File: config.mk
export PLATFORM = sky130hd
export DESIGN_NAME = sd_sector_rx_flat
export DESIGN_NICKNAME = d
export VERILOG_FILES = /design/src/rtl/sd_sector_rx_if.sv /design/src/rtl/sd_sector_rx.sv /design/src/flat_wrapper.sv
export SDC_FILE = /design/constraint.sdc
export NUM_CORES = 1
export LEC_CHECK = 0
export CORE_MARGIN = 2
export CORE_UTILIZATION = 40
export CTS_BUF_LIST = sky130_fd_sc_hd__clkbuf_16
export CTS_CLUSTER_SIZE = 40
export DETAILED_ROUTE_END_ITERATION = 8
export PLACE_DENSITY_LB_ADDON = 0.2
export SLEW_MARGIN = 10
export SYNTH_ARGS = -nofsm -noshare
export SYNTH_HDL_FRONTEND = slang
export SYNTH_SLANG_ARGS = --single-unit
export TNS_END_PERCENT = 5
File: constraint.sdc
create_clock -name clk -period 2.3 [get_ports clk]
set_clock_uncertainty 0.1 [all_clocks]
set_input_delay 0.23 -clock clk [delete_from_list [all_inputs] [get_ports clk]]
set_output_delay 0.23 -clock clk [all_outputs]
set_load 0.005 [all_outputs]
File: src/rtl/sd_sector_rx_if.sv
// Bundle between the SD controller and the sector receiver: the
// controller side requests a block and feeds DAT samples, the receiver
// side writes the sector buffer and reports completion status.
interface sd_sector_rx_if #(
  parameter int AW = 9
);
  logic          start;
  logic          dat_stb;
  logic [3:0]    dat_in;
  logic [AW-1:0] buf_addr;
  logic [7:0]    buf_data;
  logic          buf_we;
  logic          busy;
  logic          done;
  logic          crc_ok;
  logic          timeout;

  // Controller / sample source side
  modport master (
    output start, dat_stb, dat_in,
    input  buf_addr, buf_data, buf_we, busy, done, crc_ok, timeout
  );

  // Receiver side
  modport slave (
    input  start, dat_stb, dat_in,
    output buf_addr, buf_data, buf_we, busy, done, crc_ok, timeout
  );
endinterface

File: src/rtl/sd_sector_rx.sv
// SD 4-bit DAT block receiver. Waits for the start bit, assembles
// nibbles into bytes and writes them into the sector buffer, runs one
// CRC16-CCITT per DAT line, compares them against the received CRC
// field, checks the end bit and reports done with crc_ok / timeout.
module sd_sector_rx #(
  parameter int BYTES   = 512,
  parameter int AW      = 9,
  parameter int TIMEOUT = 65535
) (
  input logic           clk,
  input logic           reset,
  sd_sector_rx_if.slave sdIf
);

  // Timeout counter only has to hold TIMEOUT-1
  localparam int TW = (TIMEOUT > 2) ? $clog2(TIMEOUT) : 1;
  localparam logic [TW-1:0] TOUT_LAST = TW'(TIMEOUT - 1);
  localparam logic [AW:0]   NIB_LAST  = (AW + 1)'(2 * BYTES - 1);
  localparam logic [AW-1:0] ADDR_LAST = AW'(BYTES - 1);

  typedef enum logic [2:0] {
    S_IDLE,
    S_WAIT,
    S_DATA,
    S_CRC,
    S_STOP,
    S_FIN
  } state_t;

  state_t        state_q;
  logic [AW:0]   nibCnt_q;
  logic [3:0]    bitCnt_q;
  logic [TW-1:0] toutCnt_q;
  logic [3:0]    hiNib_q;
  logic [AW-1:0] addr_q;
  logic [7:0]    data_q;
  logic          we_q;
  logic          busy_q;
  logic          done_q;
  logic          crcOk_q;
  logic          tout_q;
  logic [15:0]   crc_q   [4];
  logic [15:0]   rxCrc_q [4];
  logic [15:0]   crc_d   [4];
  logic          crcMatch_d;

  // Next value of each per-line CRC when the current DAT bit is shifted in
  always_comb begin
    for (int i = 0; i < 4; i++) begin
      crc_d[i] = {crc_q[i][14:0], 1'b0} ^
                 ((crc_q[i][15] ^ sdIf.dat_in[i]) ? 16'h1021 : 16'h0000);
    end
  end

  // All four computed CRCs agree with the CRC field received on the bus
  always_comb begin
    crcMatch_d = 1'b1;
    for (int i = 0; i < 4; i++) begin
      if (crc_q[i] != rxCrc_q[i]) crcMatch_d = 1'b0;
    end
  end

  // Receive state machine with registered buffer-write and status outputs
  always_ff @(posedge clk) begin
    if (reset) begin
      state_q   <= S_IDLE;
      nibCnt_q  <= '0;
      bitCnt_q  <= '0;
      toutCnt_q <= '0;
      hiNib_q   <= '0;
      addr_q    <= '0;
      data_q    <= '0;
      we_q      <= 1'b0;
      busy_q    <= 1'b0;
      done_q    <= 1'b0;
      crcOk_q   <= 1'b0;
      tout_q    <= 1'b0;
      for (int i = 0; i < 4; i++) begin
        crc_q[i]   <= '0;
        rxCrc_q[i] <= '0;
      end
    end else begin
      we_q   <= 1'b0;
      done_q <= 1'b0;

      // The address moves on once the write cycle is over, so it is stable
      // while buf_we is high; the last byte leaves it parked at BYTES-1.
      if (we_q && (addr_q != ADDR_LAST)) addr_q <= addr_q + 1'b1;

      case (state_q)
        S_IDLE: begin
          if (sdIf.start) begin
            state_q   <= S_WAIT;
            busy_q    <= 1'b1;
            crcOk_q   <= 1'b0;
            tout_q    <= 1'b0;
            nibCnt_q  <= '0;
            bitCnt_q  <= '0;
            toutCnt_q <= '0;
            addr_q    <= '0;
            for (int i = 0; i < 4; i++) begin
              crc_q[i]   <= '0;
              rxCrc_q[i] <= '0;
            end
          end
        end

        S_WAIT: begin
          if (sdIf.dat_stb) begin
            if (sdIf.dat_in == 4'b0000) begin
              state_q <= S_DATA;
            end else if (toutCnt_q == TOUT_LAST) begin
              state_q <= S_FIN;
              tout_q  <= 1'b1;
              done_q  <= 1'b1;
              busy_q  <= 1'b0;
            end else begin
              toutCnt_q <= toutCnt_q + 1'b1;
            end
          end
        end

        S_DATA: begin
          if (sdIf.dat_stb) begin
            for (int i = 0; i < 4; i++) crc_q[i] <= crc_d[i];
            if (!nibCnt_q[0]) begin
              hiNib_q <= sdIf.dat_in;
            end else begin
              data_q <= {hiNib_q, sdIf.dat_in};
              we_q   <= 1'b1;
            end
            nibCnt_q <= nibCnt_q + 1'b1;
            if (nibCnt_q == NIB_LAST) begin
              state_q  <= S_CRC;
              bitCnt_q <= '0;
            end
          end
        end

        S_CRC: begin
          if (sdIf.dat_stb) begin
            for (int i = 0; i < 4; i++) begin
              rxCrc_q[i] <= {rxCrc_q[i][14:0], sdIf.dat_in[i]};
            end
            bitCnt_q <= bitCnt_q + 1'b1;
            if (bitCnt_q == 4'd15) state_q <= S_STOP;
          end
        end

        S_STOP: begin
          if (sdIf.dat_stb) begin
            crcOk_q <= (sdIf.dat_in == 4'b1111) && crcMatch_d;
            done_q  <= 1'b1;
            busy_q  <= 1'b0;
            state_q <= S_FIN;
          end
        end

        S_FIN: begin
          state_q <= S_IDLE;
        end

        default: begin
          state_q <= S_IDLE;
        end
      endcase
    end
  end

  assign sdIf.buf_addr = addr_q;
  assign sdIf.buf_data = data_q;
  assign sdIf.buf_we   = we_q;
  assign sdIf.busy     = busy_q;
  assign sdIf.done     = done_q;
  assign sdIf.crc_ok   = crcOk_q;
  assign sdIf.timeout  = tout_q;

endmodule

File: src/flat_wrapper.sv
// flat-port wrapper written by rule: the top's interface ports become plain ports
module sd_sector_rx_flat 
#(
  parameter int BYTES   = 512,
  parameter int AW      = 9,
  parameter int TIMEOUT = 65535
)
  (clk, reset, sdIf_start, sdIf_dat_stb, sdIf_dat_in, sdIf_buf_addr, sdIf_buf_data, sdIf_buf_we, sdIf_busy, sdIf_done, sdIf_crc_ok, sdIf_timeout);
  sd_sector_rx_if #(.AW(AW)) sdIf_i ();
  input logic clk;
  input logic reset;
  input wire logic [$bits(sdIf_i.start)-1:0] sdIf_start;
  input wire logic [$bits(sdIf_i.dat_stb)-1:0] sdIf_dat_stb;
  input wire logic [$bits(sdIf_i.dat_in)-1:0] sdIf_dat_in;
  output wire logic [$bits(sdIf_i.buf_addr)-1:0] sdIf_buf_addr;
  output wire logic [$bits(sdIf_i.buf_data)-1:0] sdIf_buf_data;
  output wire logic [$bits(sdIf_i.buf_we)-1:0] sdIf_buf_we;
  output wire logic [$bits(sdIf_i.busy)-1:0] sdIf_busy;
  output wire logic [$bits(sdIf_i.done)-1:0] sdIf_done;
  output wire logic [$bits(sdIf_i.crc_ok)-1:0] sdIf_crc_ok;
  output wire logic [$bits(sdIf_i.timeout)-1:0] sdIf_timeout;
  assign sdIf_i.start = sdIf_start;
  assign sdIf_i.dat_stb = sdIf_dat_stb;
  assign sdIf_i.dat_in = sdIf_dat_in;
  assign sdIf_buf_addr = sdIf_i.buf_addr;
  assign sdIf_buf_data = sdIf_i.buf_data;
  assign sdIf_buf_we = sdIf_i.buf_we;
  assign sdIf_busy = sdIf_i.busy;
  assign sdIf_done = sdIf_i.done;
  assign sdIf_crc_ok = sdIf_i.crc_ok;
  assign sdIf_timeout = sdIf_i.timeout;
  sd_sector_rx #(.BYTES(BYTES), .AW(AW), .TIMEOUT(TIMEOUT)) u_core (.clk(clk), .reset(reset), .sdIf(sdIf_i));
endmodule
==> results by group <==
GRT
  • Pin count of the biggest net entering global routing: 65
  • GRT Total Usage: 17.4%
  • Number of global-route vias before repair: 5498
  • First-pass GRT wire length: 29400 um
  • Initial antenna violation count: 0
  • Congestion Overflow GR: 0

Setup path
  • Crit path capture type: register
  • WS Path Type: reg2reg
  • CP Launch Type: register
  • Crit path DAT: 2.44 ns
  • Critical Path Fanout Max: 2
  • Req. time, crit path: 2.56 ns

STA
  • Worst hold slack: 0.359 ns
  • Min Tclk post-route: 2.18 ns
  • Final worst-path cycle share: 94.9%
  • Max-slew headroom: 63.3%
  • Worst-Margin Slew: 0.547 ns
  • F_max: 458 MHz
  • Hold Violations, Final: 0
  • Max-slew violation count: 0
  • Worst Slack Setup Final: 0.117 ns
  • RSZ-0062 raised after global routing: true
  • Setup Viol. Count Final: 0

Clock network
  • CTS root buf: clkbuf_16
  • Clk sink count: 187
  • H-tree Lvls: 4
  • CTS tree: done
  • Longest Clk Path Bufs: 2
  • CTS clk-pin slew, worst paths: 0.07 ns
  • Total CTS buffers: 17
  • Clock Latency Late Sink: 0.43 ns

Drt
  • WL/cell: 16.7 um
  • Via density: 5.12
  • ANT nets after route: 0
  • DRC viols: 0
  • DRT iter0 DRCs: 365
  • Final wirelength: 17900 um
  • DRT Pass-1 Iters: 4
  • Vias: 5492

Floorplanning
  • Core area: 0.0201 sq mm
  • Initial cell density of the core: 40.5%
  • Die W: 147 um
  • # IOs: 30
  • Die H: 147 um
  • Die Footprint: 0.0215 sq mm
  • Site Rows: 52

Outcome
  • Outcome: complete, no violations

Yosys
  • Distinct cells, synth: 46
  • Yosys Warn Count: 0
  • Synth Instances: 743
  • Ys async rst share: 0%
  • Leading area contributor after synthesis: edfxtp_1
  • Syn Area/Cell: 10.9 sq um
  • Synth cell count leaders: 96 x edfxtp_1, 91 x dfxtp_1, 88 x and2_1, 70 x nand2_1, 60 x xor2_1
  • Synthesized area: 0.00813 sq mm
  • Synth Flop Type: edfxtp_1
  • Top post-synthesis cells by area: edfxtp_1 35%, dfxtp_1 22%, and2_1 6.8%, xor2_1 6.5%, xnor2_1 4.0%
  • Post-synth top area share: 35.4%
  • Post-synth EDFFs: 96
  • FF+latch count, synth: 187
  • Register area share after synthesis: 57.8%
  • Most common cell in the netlist: edfxtp_1
  • Post-Syn Nets: 757

Placement
  • GP Congestion: 0.814
  • Dpl hpwl: 12300 um
  • # port buffers: 29
  • DP Worst Slack: -0.0901 ns
  • Placed cell count: 1041

Final layout
  • Final core utilization: 47.4%
  • Multi-input logic area: 0.00331 sq mm
  • Share of cells above drive strength 1: 10.5%
  • Fin cells: 1073
  • Antenna diode count: 0
  • Register area: 0.00470 sq mm
  • Nets: 804
  • # fillers: 1823
  • Synthesis-to-finish area growth: 17.3%

Power
  • Pwr/cell area: 749 mW/mm^2
  • Worst VDD drop: 0.526 mV
  • Design Power: 0.00715 W
  • Leakage power: 3.50 nW

Hold path
  • Hold WC Path Type: reg2reg

Job
  • # Max-Cap Violations: 0
## cell families after synthesis
group,count (synthesis),share of synthesized area [%]
buffers and inverters,39,2.00
adder cells (fa/ha/maj),6,0.923
AND/OR/NAND/NOR,330,21.5
AO/OA/AOI/OAI,75,6.22
multiplexers,9,1.11
XOR/XNOR,97,10.4
flip-flops,187,57.8
## cell usage in the layout (no fill, tap or decap), drive strengths merged, types with 2 or more instances in the layout
cell	instances
xnor2	37
and3	5
a22o	16
a211oi	2
nand3	27
edfxtp	96
nor2b	3
and2b	2
nand2	70
mux2i	9
ha	6
o21ai	7
nand4	26
buf	33
nand3b	4
nor3b	2
nand2b	4
o31a	3
inv	11
a21oi	39
a31oi	4
nor3	11
or3	6
clkinvlp	3
clkbuf	19
dfxtp	91
xor2	60
clkinv	3
nor4	10
or4	3
and4	2
nor2	59
or2	5
and2	88
clkdlybuf4s50	29
## area by class of cell
cell class              count  area share [%]
clock buffers              19            4.98
clock inverters            13            1.06
inverters                   5           0.275
multi-input cells         517            34.7
repair buffers             62            6.07
well taps                 270            3.54
flip-flops and latches    187            49.3
## per-stage QoR
step | instance area [sq um] | setup TNS, ns
finish | 9540 | 0
global route | 9540 | -0.0337
CTS | 9510 | 0
detailed placement | 8920 | -0.814
global placement | 8920 | -0.116
floorplan | 8150 | 0
## flip-flops by register name, indices dropped and copies added, names as in the netlist
name / flops
u_core.sdIf.buf_addr: 9
u_core.sdIf.buf_data: 8
u_core.bitCnt_q: 4
u_core.sdIf.busy: 1
u_core.rxCrc_q: 64
u_core.toutCnt_q: 16
u_core.state_q: 3
u_core.sdIf.done: 1
u_core.crc_q: 64
u_core.nibCnt_q: 10
u_core.sdIf.timeout: 1
u_core.sdIf.buf_we: 1
u_core.sdIf.crc_ok: 1
u_core.hiNib_q: 4
## critical path, cell delays in order, from the launching register on
cell      delay [ns]
edfxtp_1        0.42
xnor2_2         0.23
nand4_1         0.16
nor4_2          0.31
buf_4           0.15
nand3_1         0.06
or4_1           0.54
mux2i_1         0.13
## layer usage
metal | vias to the layer above | wire (um) | part of all wire, % | track usage [%]
li1 | 2674 | - | - | -
met5 | - | 0 | 0 | 0
met4 | 0 | 298 | 1.7 | 5.83
met3 | 22 | 667 | 3.7 | 4.00
met2 | 94 | 8490 | 47 | 28.2
met1 | 2702 | 8430 | 47 | 23.1
## final timing paths
| path | startpoint | end | slack, ns | cells past startpoint |
|---|---|---|---|---|
| setup / recovery | u_core.crc_q[3][2] | u_core.sdIf.crc_ok | 0.12 | 7 |
| hold / removal | u_core.sdIf.buf_data[6] | u_core.sdIf.buf_data[6] | 0.36 | 2 |
| setup reg to reg | u_core.crc_q[3][2] | u_core.sdIf.crc_ok | 0.12 | 7 |
| hold reg to reg | u_core.sdIf.buf_data[6] | u_core.sdIf.buf_data[6] | 0.36 | 2 |
## power breakdown
part,internal (W),total (W),leakage [nW],switching [W]
Combinational,0.000204,0.000517,1.44,0.000313
Clock,0.00157,0.00288,0.296,0.00130
Sequential,0.00365,0.00375,1.77,0.0000970
## what timing repair did
item,in CTS,in global routing
resized for setup,1,6
setup endpoints to repair,1,53
hold buffers,0,0
pin swaps,0,1
cloned,0,0
buffers inserted,0,0
No activity file was read; power rests on OpenSTA's default activity.
